<file path="config.mk">
export PLATFORM = sky130hd
export DESIGN_NAME = dp_seq_ctrl
export DESIGN_NICKNAME = d
export VERILOG_FILES = /design/src/rtl/dp_seq_pkg.sv /design/src/rtl/dp_seq_ctrl_loop_counter.sv /design/src/rtl/dp_seq_ctrl.sv
export SDC_FILE = /design/constraint.sdc
export NUM_CORES = 1
export LEC_CHECK = 0
export ABC_AREA = 1
export BUFFER_PORTS_ARGS = -buffer_cell sky130_fd_sc_hd__buf_2
export CORE_MARGIN = 2
export CORE_UTILIZATION = 36
export CTS_CLUSTER_SIZE = 30
export DETAILED_ROUTE_END_ITERATION = 7
export PLACE_DENSITY = 0.73
export SYNTH_ARGS = -nofsm -noshare
export SYNTH_HDL_FRONTEND = slang
export SYNTH_HIERARCHICAL = 1
export SYNTH_SLANG_ARGS = --single-unit
</file>
<file path="constraint.sdc">
create_clock -name clk -period 1.52 [get_ports clk]
set_input_delay 0.228 -clock clk [delete_from_list [all_inputs] [get_ports clk]]
set_output_delay 0.228 -clock clk [all_outputs]
set_load 0.1 [all_outputs]
</file>
<file path="src/rtl/dp_seq_pkg.sv">
// dp_seq_pkg: shared types and constants for the datapath sequencer
package dp_seq_pkg;
  typedef enum logic [2:0] {S_IDLE, S_EXEC, S_LCMP, S_LSTEP, S_DONE} state_t;
  typedef enum logic [1:0] {OP_NOP, OP_EXEC, OP_CMP, OP_LOOP} cmd_op_t;
  localparam logic [3:0] CMP_CTRL_DEF = 4'b0001;
endpackage

</file>
<file path="src/rtl/dp_seq_ctrl_loop_counter.sv">
// loop_counter: loop step counter with clear, increment and terminal compare
module loop_counter #(
  parameter int W = 8
) (
  input  logic         clk,
  input  logic         rst,
  input  logic         i_clr,
  input  logic         i_inc,
  input  logic [W-1:0] i_limit,
  output logic [W-1:0] o_count,
  output logic         o_term
);
  logic [W-1:0] r_count;
  always_ff @(posedge clk or posedge rst)
    if (rst) r_count <= '0;
    else if (i_clr) r_count <= '0;
    else if (i_inc) r_count <= r_count + 1'b1;
  assign o_count = r_count;
  assign o_term  = (r_count == i_limit);
endmodule

</file>
<file path="src/rtl/dp_seq_ctrl.sv">
// dp_seq_ctrl: command sequencer driving the register-file/ALU datapath
module dp_seq_ctrl
  import dp_seq_pkg::*;
#(
  parameter int D_WIDTH = 8,
  parameter int A_WIDTH = 5,
  parameter int CNT_WIDTH = 8,
  parameter logic [3:0] CMP_CTRL = CMP_CTRL_DEF
) (
  input  logic                 clk,
  input  logic                 rst,
  input  logic                 cmd_valid,
  output logic                 cmd_ready,
  input  logic [1:0]           cmd_op,
  input  logic [A_WIDTH-1:0]   cmd_rd,
  input  logic [A_WIDTH-1:0]   cmd_rs1,
  input  logic [A_WIDTH-1:0]   cmd_rs2,
  input  logic [D_WIDTH-1:0]   cmd_imm,
  input  logic                 cmd_use_imm,
  input  logic [3:0]           cmd_aluctrl,
  input  logic [CNT_WIDTH-1:0] cmd_max_iter,
  output logic [A_WIDTH-1:0]   ad1,
  output logic [A_WIDTH-1:0]   ad2,
  output logic [A_WIDTH-1:0]   ad3,
  output logic                 we3,
  output logic [D_WIDTH-1:0]   imm_op,
  output logic                 alusrc,
  output logic [3:0]           aluctrl,
  input  logic                 eq,
  output logic                 busy,
  output logic                 done,
  output logic                 flag_eq,
  output logic                 timeout,
  output logic [CNT_WIDTH-1:0] iter_count
);
  state_t               r_state, w_next;
  cmd_op_t              r_op, w_op;
  logic [A_WIDTH-1:0]   r_rd, r_rs1, r_rs2;
  logic [D_WIDTH-1:0]   r_imm;
  logic                 r_use_imm, r_flag_eq, r_timeout;
  logic [3:0]           r_aluctrl;
  logic [CNT_WIDTH-1:0] r_max_iter;
  logic                 w_accept, w_term;

  assign w_op      = cmd_op_t'(cmd_op);
  assign cmd_ready = (r_state == S_IDLE);
  assign w_accept  = cmd_ready && cmd_valid;
  assign busy      = !cmd_ready;
  assign done      = (r_state == S_DONE);
  assign flag_eq   = r_flag_eq;
  assign timeout   = r_timeout;

  loop_counter #(.W(CNT_WIDTH)) u_cnt (
    .clk     (clk),
    .rst     (rst),
    .i_clr   (w_accept && w_op == OP_LOOP),
    .i_inc   (r_state == S_LSTEP),
    .i_limit (r_max_iter),
    .o_count (iter_count),
    .o_term  (w_term)
  );

  always_ff @(posedge clk or posedge rst)
    if (rst) begin
      r_state    <= S_IDLE;
      r_op       <= OP_NOP;
      r_rd       <= '0;
      r_rs1      <= '0;
      r_rs2      <= '0;
      r_imm      <= '0;
      r_use_imm  <= 1'b0;
      r_aluctrl  <= '0;
      r_max_iter <= '0;
      r_flag_eq  <= 1'b0;
      r_timeout  <= 1'b0;
    end else begin
      r_state <= w_next;
      if (w_accept) begin
        r_op       <= w_op;
        r_rd       <= cmd_rd;
        r_rs1      <= cmd_rs1;
        r_rs2      <= cmd_rs2;
        r_imm      <= cmd_imm;
        r_use_imm  <= cmd_use_imm;
        r_aluctrl  <= cmd_aluctrl;
        r_max_iter <= cmd_max_iter;
      end
      if (w_accept && w_op == OP_LOOP) begin
        r_flag_eq <= 1'b0;
        r_timeout <= 1'b0;
      end
      // only a compare updates flag_eq; plain EXEC writes leave it holding
      if (r_state == S_EXEC && r_op == OP_CMP) r_flag_eq <= eq;
      if (r_state == S_LCMP && eq) r_flag_eq <= 1'b1;
      if (r_state == S_LCMP && !eq && w_term) r_timeout <= 1'b1;
    end

  always_comb begin
    w_next  = r_state;
    ad1     = '0;
    ad2     = '0;
    ad3     = '0;
    we3     = 1'b0;
    imm_op  = '0;
    alusrc  = 1'b0;
    aluctrl = '0;
    case (r_state)
      S_IDLE: if (cmd_valid) w_next = (w_op == OP_NOP) ? S_DONE : (w_op == OP_LOOP) ? S_LCMP : S_EXEC;
      S_EXEC: begin
        ad1     = r_rs1;
        ad2     = r_rs2;
        ad3     = r_rd;
        we3     = (r_op == OP_EXEC);
        imm_op  = r_imm;
        alusrc  = r_use_imm;
        aluctrl = r_aluctrl;
        w_next  = S_DONE;
      end
      S_LCMP: begin
        ad1     = r_rd;
        ad2     = r_rs2;
        aluctrl = CMP_CTRL;
        w_next  = (eq || w_term) ? S_DONE : S_LSTEP;
      end
      S_LSTEP: begin
        ad1     = r_rd;
        ad3     = r_rd;
        we3     = 1'b1;
        alusrc  = 1'b1;
        imm_op  = r_imm;
        aluctrl = r_aluctrl;
        w_next  = S_LCMP;
      end
      S_DONE:  w_next = S_IDLE;
      default: w_next = S_IDLE;
    endcase
  end
endmodule

</file>
# --- After elaboration in Yosys (flattened, before gate mapping) ---
# Index checks and enable logic that the tools add are counted.
classes:
  n_addsub: 1
  multipliers: 0
  n_div: 0
  n_lt_le_gt_ge: 0
  n_eq_ne: 9
  shifts: 0
  n_mux: 18
  n_bitwise: 0
  n_reduce_logical: 17
ops:
  columns: ["operator", "n"]
  rows:
  - ["two-way mux 8 bit", 3]
  - ["case mux 3 bit (4 select lines)", 1]
  - ["two-way mux 5 bit", 2]
  - ["case mux 5 bit (2 select lines)", 1]
  - ["two-way mux 3 bit", 3]
  - ["adder 8 x 1 -> 8 bit (second input constant)", 1]
  - ["== test 8 bit", 1]
  - ["case mux 4 bit (2 select lines)", 1]
  - ["== test 3 x 2 -> 1 bit (second input constant)", 2]
  - ["logical AND 1 bit", 6]
  - ["OR reduction 2 bit", 3]
  - ["== test 2 bit (second input constant)", 2]
  - ["two-way mux 1 bit", 4]
  - ["case mux 1 bit (2 select lines)", 2]
  - ["nonzero test 2 bit", 2]
  - ["== test 3 x 1 -> 1 bit (second input constant)", 1]
  - ["== test 3 bit (second input constant)", 1]
  - ["logical NOT 3 bit", 1]
  - ["nonzero test 3 bit", 1]
  - ["== test 2 x 1 -> 1 bit (second input constant)", 1]
  - ["logical NOT 1 bit", 2]
  - ["logical NOT 2 bit", 1]
  - ["two-way mux 2 bit", 1]
  - ["inequality test 2 bit (second input constant)", 1]
  - ["logical OR 1 bit", 1]
totals:
  register_bits: 51
  latchBits: 0
  mem_bits_rw: 0
  mem_bits_ro: 0
  input_bits: 42
  out_inout_bits: 42
  elab_cells: 57
  mem_count: 0

# --- Longest topological paths before layout ---
depth:
  word_depth: 6
  mapped_depth: 11
  depth_no_buf: 10

# --- Modules after synthesis ---
# Netlist, hierarchy kept.
modules_own_cells:
  columns: ["module", "n_inst", "cells_each", "area_per_inst_um2", "seq_area_each_um2"]
  rows:
  - ["dp_seq_ctrl", 1, 252, 2119.5, 1076.0]
  - ["loop_counter", 1, 78, 560.5, 200.2]

# --- Worst setup path before layout ---
# No wires, ideal clock.
synth_path:
  kind: "register to output"
  from: "reg r_state[1]"
  to: "out done"
  arrival_time_ns: 2.565
  required_time_ns: 1.292
  path_slack_ns: -1.273
  path_stages_with_launch: 3
  path_buffers: 1
  cell_sequence: "dfrtp_1 > buf_6 > nor3_1"
synth_via:
  elab_chain_len: 1
synth_rtl:
  columns: ["item", "line", "rtl"]
  rows:
  - ["from (decl)", "dp_seq_ctrl.sv:36", "state_t r_state, w_next;"]
  - ["from (signal assigned)", "dp_seq_ctrl.sv:77", "r_state <= w_next;"]
  - ["== test 3 bit", "dp_seq_ctrl.sv:49", "assign done = (r_state == S_DONE);"]
  - ["to (decl)", "dp_seq_ctrl.sv:31", "output logic done,"]
# Every way passes these cells.

# --- Worst setup path in the final report ---
layout_path:
  from: "reg r_state[0]"
  to: "out ad2[1]"
layout_via:
  elab_chain_len: 3
  word_cells_on_any_way: 4
  classes_between: "eq/ne: 2; mux: 1; reduce/logical: 1"
layout_rtl:
  columns: ["item", "line", "rtl"]
  rows:
  - ["== test 3 x 1 -> 1 bit or == test 3 x 2 -> 1 bit (tied branches)", "dp_seq_ctrl.sv:107", "case (r_state)"]
  - ["OR reduction 2 bit (no source line) (*)", null, null]
  - ["two-way mux 5 bit (*)", "dp_seq_ctrl.sv:107", null]
  - ["to (decl)", "dp_seq_ctrl.sv:23", "output logic [A_WIDTH-1:0] ad2,"]
# Mark *: on every way between the ends. The rest lies on a longest branch, timed or not.

==> impl_summary.log <==
INFO  metric mappedNetlistArea = between 2000 and 3000 um2
INFO  metric drc = 0
INFO  metric post-place-ws = -0.09918 ns
INFO  metric timing.final.crit_period = 1.982 ns
INFO  metric hold-path-endpoint = r_aluctrl[0]
INFO  metric timing_hold_violations_final = 0
INFO  metric tritoncts.num_buffers = 5
INFO  metric timing_worst_slew_pin_value = 0.4867 ns
INFO  metric cts.clk_slew.worst_paths = 0.10 ns
INFO  metric postLayoutSetupSlackWorst = -0.4619 ns
INFO  metric postPlaceCellArea = 4148 um2
INFO  metric clock_latency = 0.31 ns
INFO  metric critPathRequiredTime = 1.29 ns
INFO  metric grtUsageTotal = 20.33%
INFO  metric finalNetCount = 508
INFO  metric synth.most_common_cell = sky130_fd_sc_hd__nor2_1
INFO  metric first_global_vias = 2,877
INFO  metric floorplan_core_area = roughly 7200 um2
INFO  metric post_synth_num_cell_types = 23
INFO  metric synth_enable_flop_cells = 0
INFO  metric drt-wirelength-per-cell = 17.37 um
INFO  metric design.die.area = 8150 um2
INFO  metric worstSetupStartpointType = flip-flop
INFO  metric grt_pass1_wl = roughly 14,000 um
INFO  metric post-route-cell-area = ~5000 um2
INFO  metric synthesized_net_count = 375
INFO  metric hold_start = cmd_aluctrl[0]
INFO  metric drtAntennaViolNets = 0
INFO  metric antenna_found_initial = 0
INFO  metric remaining_max_slew_budget_at_the_tightest_pin = 67.78%
INFO  metric cts_tree = yes
INFO  metric finClkSkew = ~0.012 ns
INFO  metric synth_area_leaders = sky130_fd_sc_hd__dfrtp_1 48%, sky130_fd_sc_hd__nor2_1 9.4%, sky130_fd_sc_hd__inv_1 7.7%
INFO  metric yosysWarnings = 6
INFO  metric max-clock-path-buffers = 2
INFO  metric regToRegStartpoint = r_state[0]
INFO  metric grt_max_degree = between 40 and 50
INFO  metric netlist.area_leader.share = 47.62%
INFO  metric worstPathArrival = 1.75 ns
INFO  metric status = complete, but fails checks
INFO  metric finish.utilization = roughly 69%
INFO  metric cts_num_sinks = 51
INFO  metric buffer_ports.inserted = 83
INFO  metric diodes = 0
INFO  metric routed_wl = just under 10,000 um
INFO  metric drt_pass1_iterations = 4
INFO  metric async_flop_share = 100.0%
INFO  metric rr_endpoint = u_cnt/o_count[6]
INFO  metric dieWidth = 90.28 um
INFO  metric setup_viol = slightly below 80
INFO  metric yosys_most_used_dff = sky130_fd_sc_hd__dfrtp_1
INFO  metric hold_path_class = in -> reg
INFO  metric reg2reg_depth = 11
INFO  metric finalCritPeriodShare = 130.4%
INFO  metric pin_count = 84
INFO  metric netlist_instances = 330
INFO  metric dr.first_iter.drc_count = 96
INFO  metric crit_path_end_kind = output pin
INFO  metric synth_common_cells = 67 x sky130_fd_sc_hd__nor2_1, 55 x sky130_fd_sc_hd__inv_1, 55 x sky130_fd_sc_hd__nand2_1
INFO  metric worst-path-max-fanout = 5
INFO  metric die_h = 90.28 um
INFO  metric rsz0062_at_grt = true
INFO  metric maxSlewViolCount = 0
INFO  metric num_rows = 31
INFO  metric clock.fmax = 0.5046 GHz
INFO  metric violations = setup timing
INFO  metric vias = 2,777
INFO  metric drv.max_cap_violation_count = 0
INFO  metric place_congestion = 0.8439
INFO  metric yosysTopAreaCell = sky130_fd_sc_hd__dfrtp_1
INFO  metric ys_seq_elements = 51
INFO  metric cts.root.buffer_cell = sky130_fd_sc_hd__clkbuf_8
INFO  metric cts_max_level = 2
INFO  metric avgSynthCellArea = roughly 8.1 um2
INFO  metric min_delay_path_depth = 3
INFO  metric synth-seq-area-share = ~48%
INFO  metric syn_to_final_growth = 86.18%
INFO  metric grt.overflow.total = 0
INFO  metric reg2reg_slack = -0.19 ns
INFO  metric initial_utilization = 37.15%
INFO  metric timing_worst_setup_path_type = reg -> out
INFO  metric detail_route.vias_per_cell = 4.933
INFO  metric post-dp-hpwl = approximately 5400 um
INFO  metric drive_gt1_share = around 58%
kinds of logic after synthesis:
| group | Yosys count | share of synthesized area (%) |
|---|---|---|
| AOI/OAI and AO/OA | 40 | 10.64 |
| xor gates and xnor gates | 9 | 2.941 |
| adders and majority gates | 3 | 1.401 |
| buffers and inverters | 69 | 11.58 |
| DFF | 51 | 47.62 |
| and+or+nand+nor | 158 | 25.82 |
per-stage QoR:
stage          setup TNS, ns  hold slack [ns]  cells
3_3_place_gp         -0.1546           0.2120    526
2_1_floorplan         -4.318          0.04383    330
3_5_place_dp         -0.4352           0.2204    526
4_1_cts               -9.090           0.1431    544
5_1_grt               -19.70           0.1528    563
6_report              -15.58           0.1433    563
layout make-up:
type / count / area (um2)
multi-input cells: 211 / 1678
flip-flops and latches: 51 / 1310
repair buffers: 136 / 1551
fillers: 508 / 2225
inverters: 58 / 246.5
clock buffers: 8 / 80.08
well taps: 99 / 123.9
worst max-delay path by stage:
stage                     startpoint      to  slack [ns]  cells after the start
after floorplan           r_state[0]  ad2[0]       -0.28                      6
after global placement    r_state[2]  ad2[0]       -0.04                      6
after detailed placement  r_state[2]  ad2[0]        -0.1                      6
after CTS                 r_state[0]  ad2[2]       -0.37                      6
after global routing      r_state[0]  ad2[1]       -0.51                      6
final                     r_state[0]  ad2[1]       -0.46                      6
registers in the layout, summed over array words and instances, names as in the netlist:
name           cells
flag_eq            1
r_aluctrl          4
r_imm              8
r_max_iter         8
r_op               2
r_rd               5
r_rs1              5
r_rs2              5
r_state            3
r_use_imm          1
timeout            1
u_cnt/o_count      8
cells in the final DEF (no fill, tap or decap), drive strengths merged, types with 8 or more instances in the layout:
master  Yosys  layout
inv        58      53
a21oi      30      30
clkbuf      0      16
dfrtp      51      51
nor2       73      73
nand3      23      23
nand2      57      58
buf        11     127
xor2        8       8
per-layer routing:
metal / global-route usage (%) / share of wire [%] / up-vias
met5: 0 / 0 / -
met4: 6.923 / 3.7 / 0
met3: 6.344 / 6.2 / 35
met2: 34.71 / 52 / 115
met1: 24.32 / 38 / 1349
li1: - / - / 1278
critical path: stages, from the launching register on:
cell and delay [ns]:
sky130_fd_sc_hd__dfrtp_2 0.46, sky130_fd_sc_hd__nor2_4 0.13, sky130_fd_sc_hd__nand2_2 0.09, sky130_fd_sc_hd__nand2_4 0.09, sky130_fd_sc_hd__clkinvlp_4 0.25, sky130_fd_sc_hd__nor2_4 0.22, sky130_fd_sc_hd__buf_12 0.19
what timing repair did:
item                                    CTS  global route
buffers inserted                          9             9
pin swaps                                11            29
resized for setup                        25            91
hold buffers                              1             0
cloned                                    0            10
endpoints found under the setup margin   39            79
hold endpoints to repair                 51             0
Power is left out: the tool's default activity adds up to more than one toggle a clock period on the data nets, which glitch-free logic cannot reach.
